### src/rtl/crc_decoding.sv
// Receive-side USB packet parser: deserialises PID and body, checks PID format and CRC5/CRC16 on the fly.
// Latency: eop sampled in cycle N gives the one-cycle pktValid/pktErr pulse in cycle N+1; busy drops in N+2.
// Backpressure: none; a bit is consumed only when bInValid is high, stall gaps of any length are tolerated.
module crc_decoding (
    input  logic        clk,
    input  logic        rst_b,
    input  logic        sop,
    input  logic        bIn,
    input  logic        bInValid,
    input  logic        eop,
    output logic        pktValid,
    output logic        pktErr,
    output logic [2:0]  errCode,
    output logic [1:0]  pktType,
    output logic [3:0]  pid,
    output logic [6:0]  addr,
    output logic [3:0]  endp,
    output logic [63:0] data,
    output logic        busy
);

    typedef enum logic [2:0] {ST_IDLE, ST_PID, ST_BODY, ST_DRAIN, ST_DONE} state_t;

    state_t      state;
    logic [7:0]  pid_reg;
    logic [63:0] body;      // CRC16 bits only feed the checker, so only the payload span is kept
    logic [6:0]  bit_cnt;
    logic [4:0]  crc5;
    logic [15:0] crc16;
    logic [2:0]  err_lat;

    logic [7:0]  pid_nxt;
    logic [63:0] body_nxt;
    logic [6:0]  cnt_nxt;
    logic [6:0]  exp_len;
    logic [6:0]  body_len;
    logic [4:0]  crc5_nxt;
    logic [15:0] crc16_nxt;
    logic        fb5;
    logic        fb16;
    logic        pid_done;
    logic [2:0]  pid_code;
    logic [2:0]  chk_code;
    logic        fin;
    logic [2:0]  fin_code;

    always_comb begin
        pid_nxt   = pid_reg;
        body_nxt  = body;
        crc5_nxt  = crc5;
        crc16_nxt = crc16;
        fb5       = bIn ^ crc5[4];
        fb16      = bIn ^ crc16[15];
        cnt_nxt   = bit_cnt + {6'd0, bInValid};
        if (state == ST_PID && bInValid)
            pid_nxt[bit_cnt[2:0]] = bIn;
        if (state == ST_BODY && bInValid) begin
            crc5_nxt  = {crc5[3:0], 1'b0} ^ (fb5 ? 5'b00101 : 5'b00000);
            crc16_nxt = {crc16[14:0], 1'b0} ^ (fb16 ? 16'h8005 : 16'h0000);
            if (bit_cnt < 7'd64)
                body_nxt[bit_cnt[5:0]] = bIn;
        end

        pid_done = (state == ST_PID) && bInValid && (bit_cnt == 7'd7);

        pid_code = 3'b000;
        if (pid_nxt[7:4] != ~pid_nxt[3:0])
            pid_code = 3'b001;
        else begin
            case (pid_nxt[3:0])
                4'b0001, 4'b1001, 4'b0011, 4'b1011, 4'b0010, 4'b1010: pid_code = 3'b000;
                default:                                              pid_code = 3'b100;
            endcase
        end

        case (pid_nxt[1:0])
            2'b01:   exp_len = 7'd16;
            2'b11:   exp_len = 7'd80;
            default: exp_len = 7'd0;
        endcase

        // A PID that completes together with eop has an empty body
        body_len = (state == ST_BODY) ? cnt_nxt : 7'd0;

        chk_code = 3'b000;
        if (body_len != exp_len)
            chk_code = 3'b010;
        else if (pid_nxt[1:0] == 2'b01 && crc5_nxt != 5'b01100)
            chk_code = 3'b011;
        else if (pid_nxt[1:0] == 2'b11 && crc16_nxt != 16'h800D)
            chk_code = 3'b011;

        fin      = 1'b0;
        fin_code = 3'b000;
        case (state)
            ST_PID: if (eop) begin
                fin      = 1'b1;
                fin_code = !pid_done ? 3'b010 : ((pid_code != 3'b000) ? pid_code : chk_code);
            end
            ST_BODY: if (eop) begin
                fin      = 1'b1;
                fin_code = chk_code;
            end
            ST_DRAIN: if (eop) begin
                fin      = 1'b1;
                fin_code = err_lat;
            end
            default: ;
        endcase
    end

    always_ff @(posedge clk or negedge rst_b) begin
        if (!rst_b) begin
            state    <= ST_IDLE;
            pid_reg  <= 8'd0;
            body     <= 64'd0;
            bit_cnt  <= 7'd0;
            crc5     <= 5'h1F;
            crc16    <= 16'hFFFF;
            err_lat  <= 3'b000;
            pktValid <= 1'b0;
            pktErr   <= 1'b0;
            errCode  <= 3'b000;
            pktType  <= 2'b00;
            pid      <= 4'd0;
            addr     <= 7'd0;
            endp     <= 4'd0;
            data     <= 64'd0;
            busy     <= 1'b0;
        end else begin
            pktValid <= 1'b0;
            pktErr   <= 1'b0;
            if (sop) begin
                // sop always restarts, abandoning any packet in flight without a pulse
                state   <= ST_PID;
                busy    <= 1'b1;
                pid_reg <= 8'd0;
                body    <= 64'd0;
                bit_cnt <= 7'd0;
                crc5    <= 5'h1F;
                crc16   <= 16'hFFFF;
                err_lat <= 3'b000;
            end else if (fin) begin
                state    <= ST_DONE;
                pid_reg  <= pid_nxt;
                body     <= body_nxt;
                pktValid <= (fin_code == 3'b000);
                pktErr   <= (fin_code != 3'b000);
                errCode  <= fin_code;
                pktType  <= pid_nxt[1:0];
                pid      <= pid_nxt[3:0];
                addr     <= body_nxt[6:0];
                endp     <= body_nxt[10:7];
                data     <= body_nxt;
            end else begin
                case (state)
                    ST_PID: begin
                        pid_reg <= pid_nxt;
                        bit_cnt <= cnt_nxt;
                        if (pid_done) begin
                            bit_cnt <= 7'd0;
                            if (pid_code != 3'b000) begin
                                err_lat <= pid_code;
                                state   <= ST_DRAIN;
                            end else begin
                                state <= ST_BODY;
                            end
                        end
                    end
                    ST_BODY: begin
                        body    <= body_nxt;
                        bit_cnt <= cnt_nxt;
                        crc5    <= crc5_nxt;
                        crc16   <= crc16_nxt;
                        if (cnt_nxt > exp_len) begin
                            err_lat <= 3'b010;
                            state   <= ST_DRAIN;
                        end
                    end
                    ST_DONE: begin
                        state <= ST_IDLE;
                        busy  <= 1'b0;
                    end
                    default: ;
                endcase
            end
        end
    end

endmodule

### config.mk
export PLATFORM = sky130hd
export DESIGN_NAME = crc_decoding
export DESIGN_NICKNAME = d
export VERILOG_FILES = /design/src/rtl/crc_decoding.sv
export SDC_FILE = /design/constraint.sdc
export NUM_CORES = 1
export LEC_CHECK = 0
export ABC_AREA = 1
export CAP_MARGIN = 40
export CORE_MARGIN = 2
export CORE_UTILIZATION = 35
export DETAILED_ROUTE_END_ITERATION = 10
export SYNTH_ARGS = -nofsm -noshare
export SYNTH_HDL_FRONTEND = slang
export SYNTH_SLANG_ARGS = --single-unit
### constraint.sdc
create_clock -name clk -period 5.51 [get_ports clk]
set_clock_uncertainty 0.15 [all_clocks]
set_input_delay 1.653 -clock clk [delete_from_list [all_inputs] [get_ports clk]]
set_output_delay 1.653 -clock clk [all_outputs]
set_load 0.02 [all_outputs]
==> results.cfg, run 1 <==
[sta]
holdWs_ns = 0.337
finalHoldViolations = 0
final_period_minus_worst_setup_slack_ns = 4.44
worst_slack_ns = 1.07
max_slew.worst_pin.slew_ns = 0.872
maxSlewHeadroom_pct = 41.9
fin_crit_sh_pct = 80.5
setup_viol = 0
fmax_mhz = 225
final.setup.tns_ns = 0
grt_setup_unrepaired = false
maxSlewViolCount = 0

[route]
drc = 0
drt_wl_total_um = 21700
drtIter0Drc = 493
via_per_inst = 4.89
ant_nets = 0
firstDrtPassIters = 6
wl_per_cell_um = 15.2
vias = 6979

[critical_path]
crit_type = input pin to register
path_max_fanout = 15
worst-r2r-cell-count = 10
required_ns = 5.65
path_common_cell = nand2_1
cpMaxStageDelayCell = clkdlybuf4s50_1
cp_data_arrival_time_ns = 4.58
start_kind = input pin
end_kind = register
cp_slowest_stage_delay_ns = 0.98
cp_cell_sequence = clkdlybuf4s50_1 > ha_1 > ha_1 > nand2_1 > o21ai_0 > nand2_1 > inv_1 > ha_1 > nand2_1 > inv_1 > o22ai_1 > nand2_1 > nand2_1 > nand2_1 > o41ai_1 > o21ai_0

[synthesis]
synth.mux.area_fraction_pct = 4.63
syn-cell-area_mm2 = 0.00865
async_reset_ff_share_pct = 100
ys_types = 42
synth_compound_area_share_pct = 9.90
ys_top_cells_by_count = nand2_1, dfrtp_1, nor2_1, o21ai_0, inv_1
synth_top_cell_by_area = dfrtp_1
synth_area_leaders = dfrtp_1, nand2_1, dfstp_2
synth_xor_area_share_pct = 0
synth_top_family_by_area = simple AND/OR/NAND/NOR gates
synthFlopType = dfrtp_1
ys_seq_area_share_pct = 52.3
synthSimpleGateAreaFrac_pct = 26.1
synth_cells = 1028
ys_ff_latch = 180
synth_most_common_cell = nand2_1
synth_fa_ha_area_share_pct = 0.578
synth_top_area_share_pct = 46.0
yosys_warnings = 0
synth-edff-count = 0
syn-num-nets = 1038
syn_area_per_cell_um2 = 8.42

[finish]
antenna_cells = 0
final_util_pct = 42.5
area_delta_synth_final_pct = 19.5
nets = 1101
drive_gt1_share_pct = 9.42
fillCellCount = 2387
largest_reg_flops = 64
regMostFlops = body
top_regs = body (64), data (55), crc16 (16)
fin_area_mm2 = 0.0103
final_cells = 1428

[placement]
hpwl_um = 14600
place_area_mm2 = 0.00973
placed_cells = 1395
place_congestion = 0.830
place_ws_ns = 0.690
portBuffers = 92

[global_route]
gr-usage-met3_pct = 3.36
use_met1_pct = 24.4
grtUsageTotal_pct = 17.5
grt_antenna_before_repair = 0
grt_pass1_vias = 6847
busiest_layer = met2
grt_max_degree = 91
grt_pass1_wl_um = 36000
met2_usage_pct = 28.2
grt_overflow = 0

[power]
power-per-cell-area_mw_per_mm2 = 359
peakVddDrop_v = 0.000193
p_leak_nw = 4.90
power_mw = 3.71

[floorplanning]
die_area_mm2 = 0.0260
num_io_pins = 93
initial_utilization_pct = 35.6
die_y_um = 161
coreArea_mm2 = 0.0243
die_x_um = 161
core.rowCount = 57

[cts]
cts_buffer_depth = 2
cts-htree-levels = 4
tritoncts = yes
root_buffer = clkbuf_16
hold_buffers = 0
cts_resized = 0
clk_pin_slew_ns = 0.08
clk_latency_ns = 0.44
post-cts-setup-buffers = 0
cts_sinks = 180
cts_buffers = 17

[min_path]
holdPathStages = 2
hold_class = register to register

[run_status]
status = completed

[job]
maxCapViolations = 0
==> cells by family (layout without fill, tap and decap cells) <==
group	Yosys count	after routing
simple gates	530	530
flops	180	180
compound gates	152	152
buf+inv	122	198
mux	40	40
fa+ha+maj	4	4
==> report_power, final <==
| part | internal, mW | switching (mW) |
|---|---|---|
| Clock | 0.658 | 0.604 |
| Sequential | 1.39 | 0.0775 |
| Combinational | 0.281 | 0.703 |
==> final timing paths <==
check,start,endpoint,slack (ns)
setup / recovery,bInValid,state[1],1.07
hold reg to reg,data[57],data[57],0.34
min in group asynchronous,rst_b,body[37],1.16
hold / removal,data[57],data[57],0.34
max in group asynchronous,rst_b,body[8],3.09
setup reg to reg,state[2],crc16[10],2.72
==> area by class of cell <==
| class | instances | area, µm² | share of cell area [%] |
|---|---|---|---|
| flip-flops and latches | 180 | 4530 | 43.8 |
| multi-input cells | 726 | 3560 | 34.5 |
| repair buffers | 102 | 992 | 9.59 |
| clock buffers | 18 | 429 | 4.15 |
| well taps | 324 | 405 | 3.92 |
| inverters | 64 | 243 | 2.35 |
| clock inverters | 14 | 179 | 1.73 |
==> worst max-delay path: cells and delay by family <==
family,cells,cell delay [ns]
compound gates,4,0.56
buf+inv,3,1.11
fa+ha+maj,3,0.79
simple gates,6,0.46
==> layout by cell type, fill, tap and decap left out, types with 3 or more instances in the layout <==
master / count
nand2_1: 303
dfrtp_1: 159
nor2_1: 146
o21ai_0: 91
clkdlybuf4s50_1: 90
inv_1: 55
mux2i_1: 40
nand3_1: 36
o21ai_1: 21
dfstp_2: 21
clkbuf_16: 17
buf_4: 10
inv_2: 8
nand4_1: 7
nor3_1: 7
a22oi_1: 7
nor2_2: 6
a21oi_1: 6
a31oi_1: 6
o22ai_1: 6
inv_8: 5
nor2_4: 4
nand2_2: 4
nand3_2: 4
nor3_2: 4
a32oi_1: 4
ha_1: 4
o21bai_1: 3
nor3_4: 3
clkinv_4: 3
==> routing by layer <==
| metal | share of wire, % | wire length [µm] |
|---|---|---|
| met5 | 0 | 0 |
| met4 | 1.1 | 235 |
| met3 | 4.7 | 1010 |
| met2 | 47 | 10100 |
| met1 | 48 | 10400 |
Power figures use the tool's default switching activity.
==> run 2, diff against run 1 <==
==> constraint.sdc (replaced) <==
create_clock -name clk -period 4.3 [get_ports clk]
set_clock_uncertainty 0.15 [all_clocks]
set_input_delay 1.29 -clock clk [delete_from_list [all_inputs] [get_ports clk]]
set_output_delay 1.29 -clock clk [all_outputs]
set_load 0.02 [all_outputs]
==> results.cfg, run 2 (synthesized netlist as in run 1, its figures left out) <==
[floorplanning]
initial_utilization_pct = 35.6
num_io_pins = 93
die_y_um = 161
die_area_mm2 = 0.0260
core.rowCount = 57
coreArea_mm2 = 0.0243
die_x_um = 161

[min_path]
hold_start = errCode[0]
hold_class = register to register
hold_end = errCode[0]
holdPathStages = 2

[global_route]
grt_max_degree = 87
grt_pass1_wl_um = 35700
grt_pass1_vias = 6691
grtUsageTotal_pct = 17.2
grt_antenna_before_repair = 0
grt_overflow = 0

[cts]
cts_buffer_depth = 2
hold_buffers = 0
cts_sinks = 180
tritoncts = yes
root_buffer = clkbuf_16
cts_buffers = 17
cts_resized = 0
clk_pin_slew_ns = 0.07
clk_latency_ns = 0.43
post-cts-setup-buffers = 0
cts-htree-levels = 4

[critical_path]
cp_data_arrival_time_ns = 3.69
crit_type = input pin to register
regToRegSetupSlack_ns = 1.57
start_kind = input pin
end_kind = register
worst-r2r-cell-count = 15
r2r-start = state[2]
reg2reg_to = pktErr
path_max_fanout = 4
required_ns = 4.43

[finish]
top_regs = body (64), data (55), crc16 (16)
final_util_pct = 42.8
nets = 1109
drive_gt1_share_pct = 10.1
area_delta_synth_final_pct = 20.2
largest_reg_flops = 64
final_cell_mix = nand2_1, dfrtp_1, nor2_1, o21ai_0, clkdlybuf4s50_1
final_cells = 1435
regMostFlops = body
antenna_cells = 0
final_common_cell = nand2_1

[placement]
hpwl_um = 14900
place_congestion = 0.858
placed_cells = 1404
portBuffers = 92

[sta]
holdWs_ns = 0.328
fmax_mhz = 281
final_period_minus_worst_setup_slack_ns = 3.55
fin_crit_sh_pct = 82.6
finalHoldViolations = 0
setup_viol = 0
grt_setup_unrepaired = false
final.setup.tns_ns = 0
maxSlewHeadroom_pct = 42.3
max_slew.worst_pin.slew_ns = 0.862
maxSlewViolCount = 0

[route]
drt_wl_total_um = 21700
drc = 0
via_per_inst = 4.84
wl_met3_um = 676
wl_per_cell_um = 15.1
wl_met1_um = 10700
route.met2.wl_um = 10000
vias = 6946
drtIter0Drc = 586
top_layer = met4
firstDrtPassIters = 5
ant_nets = 0

[power]
p_int_mw = 3.04
combPwrFrac_pct = 27.1
power_mw = 4.74
pwr-share-clk_pct = 33.1
p_sw_share_pct = 36.0
p_leak_nw = 4.94
p_seq_share_pct = 39.9
p_sw_mw = 1.71
peakVddDrop_v = 0.000257
power-per-cell-area_mw_per_mm2 = 456

[job]
maxCapViolations = 0

[run_status]
status = completed
[run 2: per-stage QoR]
stage          worst slack [ns]  instance area [µm²]
2_1_floorplan              1.13                 8650
5_1_grt                   0.522                10400
3_3_place_gp              0.375                 9810
3_5_place_dp              0.361                 9810
4_1_cts                   0.788                10400
6_report                  0.747                10400
[run 2: critical path, cell delays in order]
cell,delay [ns]
clkdlybuf4s50_1,0.57
ha_1,0.23
ha_1,0.22
nand2_1,0.10
o21ai_0,0.18
nand2_1,0.09
inv_1,0.10
ha_1,0.25
nand2_1,0.07
inv_1,0.03
o22ai_1,0.10
nand2_1,0.06
nand2_1,0.08
nand2_1,0.05
o41ai_1,0.11
o21ai_0,0.15
[run 2: layout make-up]
| cell class | instances | area, µm² |
|---|---|---|
| clock buffer | 21 | 480 |
| multi-input combinational | 726 | 3560 |
| inverter | 64 | 243 |
| timing repair buffer | 110 | 1060 |
| clock inverter | 10 | 113 |
| fill | 2422 | 13900 |
| sequential | 180 | 4530 |
| tap | 324 | 405 |
[run 2: power groups by stage]
stage               registers (mW)  logic (mW)  clock network, mW
global route                  1.91        1.43               1.67
floorplan                     1.92       0.903                  0
global placement              1.92        1.28                  0
detailed placement            1.92        1.28                  0
CTS                           1.89        1.28               1.60
finish                        1.89        1.28               1.57
[run 2: routing by layer]
layer | global-route usage [%] | vias up
met5 | 0 | -
met4 | 4.67 | 0
met3 | 2.75 | 22
met2 | 26.9 | 147
met1 | 25.0 | 3328
li1 | - | 3449
[run 2: how the worst max path moves through the flow]
stage          slack (ns)       end     start
2_1_floorplan        1.13  state[1]  bInValid
3_3_place_gp         0.38  state[1]  bInValid
3_5_place_dp         0.36  state[1]  bInValid
4_1_cts              0.79  state[1]  bInValid
5_1_grt              0.52  state[1]  bInValid
6_report             0.75  state[1]  bInValid
==> run 3, diff against run 2 <==
==> constraint.sdc (replaced) <==
create_clock -name clk -period 3.2 [get_ports clk]
set_clock_uncertainty 0.15 [all_clocks]
set_input_delay 0.96 -clock clk [delete_from_list [all_inputs] [get_ports clk]]
set_output_delay 0.96 -clock clk [all_outputs]
set_load 0.02 [all_outputs]
==> results.cfg, run 3 (synthesized netlist as in run 1, its figures left out) <==
[floorplanning]
core.rowCount = 57
die_y_um = 161
initial_utilization_pct = 35.6
die_area_mm2 = 0.0260
num_io_pins = 93
die_x_um = 161
coreArea_mm2 = 0.0243

[sta]
fin_crit_sh_pct = 92.9
fmax_mhz = 337
finalHoldViolations = 0
final.setup.tns_ns = 0
grt_setup_unrepaired = false
final_period_minus_worst_setup_slack_ns = 2.97
worst_slack_ns = 0.228
setup_viol = 0
maxSlewHeadroom_pct = 43.3
max_slew.worst_pin.slew_ns = 0.851
maxSlewViolCount = 0

[critical_path]
path_max_fanout = 4
cp_data_arrival_time_ns = 3.10
crit_type = input pin to register
cp_cell_sequence = clkdlybuf4s50_1 > inv_1 > nand3_1 > nand2_1 > a21oi_4 > nand2_1 > ha_1 > nand2_1 > inv_1 > o22ai_1 > nand2_1 > nand2_1 > nand2_1 > o41ai_1 > o21ai_0
start_kind = input pin
cpMaxStageDelayCell = clkdlybuf4s50_1
end_kind = register
cp_slowest_stage_delay_ns = 0.51
regToRegSetupSlack_ns = 0.50
path_common_cell = nand2_1
required_ns = 3.33
worst-r2r-cell-count = 15
r2r-start = bit_cnt[0]
reg2reg_to = state[1]

[route]
ant_nets = 0
drc = 0
wl_per_cell_um = 14.8
drtIter0Drc = 610
via_per_inst = 4.83
drt_wl_total_um = 22300
firstDrtPassIters = 7
vias = 7244

[power]
pwr-share-clk_pct = 32.8
p_seq_share_pct = 37.7
power-per-cell-area_mw_per_mm2 = 613
p_sw_share_pct = 35.4
p_int_mw = 4.33
combPwrFrac_pct = 29.5
peakVddDrop_v = 0.000349
p_leak_nw = 5.29
p_sw_mw = 2.38

[min_path]
hold_class = input pin to async pin

[cts]
root_buffer = clkbuf_16
clk_latency_ns = 0.44
cts_sinks = 180
cts-htree-levels = 4
cts_resized = 0
hold_buffers = 0
post-cts-setup-buffers = 0
tritoncts = yes
clk_pin_slew_ns = 0.07
cts_buffers = 17
cts_buffer_depth = 2

[placement]
place_congestion = 0.910
place_ws_ns = -0.438
portBuffers = 92
hpwl_um = 15400
place_area_mm2 = 0.0103

[finish]
seq_area_mm2 = 0.00453
regMostFlops = body
multiInputGateArea_mm2 = 0.00356
nets = 1174
top_regs = body (64), data (55), crc16 (16)
fin_area_mm2 = 0.0110
antenna_cells = 0
largest_reg_flops = 64
final_cell_mix = nand2_1, dfrtp_1, nor2_1, o21ai_0, clkdlybuf4s50_1
area_delta_synth_final_pct = 26.6
drive_gt1_share_pct = 15.1
fillCellCount = 2358
final_common_cell = nand2_1

[run_status]
status = completed

[global_route]
grt_max_degree = 105
grt_pass1_vias = 7147
grt_overflow = 0
grt_antenna_before_repair = 0
grtUsageTotal_pct = 17.8
grt_pass1_wl_um = 37100

[job]
maxCapViolations = 0
-- run 3: area by class of cell --
| type | count | share of cell area (%) |
|---|---|---|
| Clock buffer | 19 | 4.13 |
| Tap cell | 324 | 3.70 |
| Clock inverter | 13 | 1.50 |
| Timing Repair Buffer | 175 | 14.6 |
| Multi-Input combinational cell | 726 | 32.5 |
| Inverter | 64 | 2.22 |
| Sequential cell | 180 | 41.3 |
-- run 3: worst max-delay path: cells and delay by family --
kind | cells | cell delay [ns]
adders and majority gates | 1 | 0.30
buffers and inverters | 3 | 0.68
and+or+nand+nor | 7 | 0.58
AOI/OAI and AO/OA | 4 | 0.58
-- run 3: through the flow --
step / power [mW] / hold slack (ns) / util [%] / cells
4_1_cts: 6.76 / 0.303 / 45.0 / 1501
5_1_grt: 7.08 / 0.322 / 45.1 / 1501
3_3_place_gp: 4.54 / 0.316 / 42.5 / 1468
3_5_place_dp: 4.55 / 0.318 / 42.5 / 1469
6_report: 6.71 / 0.307 / 45.1 / 1501
2_1_floorplan: 3.79 / 0.293 / - / 1028
-- run 3: per-layer routing --
metal	global-route usage [%]	wire length, µm	up-vias	part of all wire (%)
met5	0	0	-	0
met4	4.50	265	0	1.2
met3	3.00	823	30	3.7
met2	28.9	10400	191	47
met1	25.0	10800	3439	48
li1	-	-	3584	-
-- run 3: power groups by stage --
| stage | Combinational [mW] | Clock, mW | Sequential [mW] |
|---|---|---|---|
| floorplan | 1.21 | 0 | 2.58 |
| finish | 1.98 | 2.20 | 2.53 |
| global placement | 1.97 | 0 | 2.57 |
| detailed placement | 1.98 | 0 | 2.57 |
| global route | 2.19 | 2.34 | 2.55 |
| CTS | 1.99 | 2.24 | 2.53 |
-- run 3: worst max path at each step --
stage / start / end
after detailed placement: bInValid / state[1]
after global placement: bInValid / state[1]
after global routing: bIn / pktErr
after CTS: bInValid / state[1]
final: bIn / state[1]
after floorplan: bInValid / state[1]
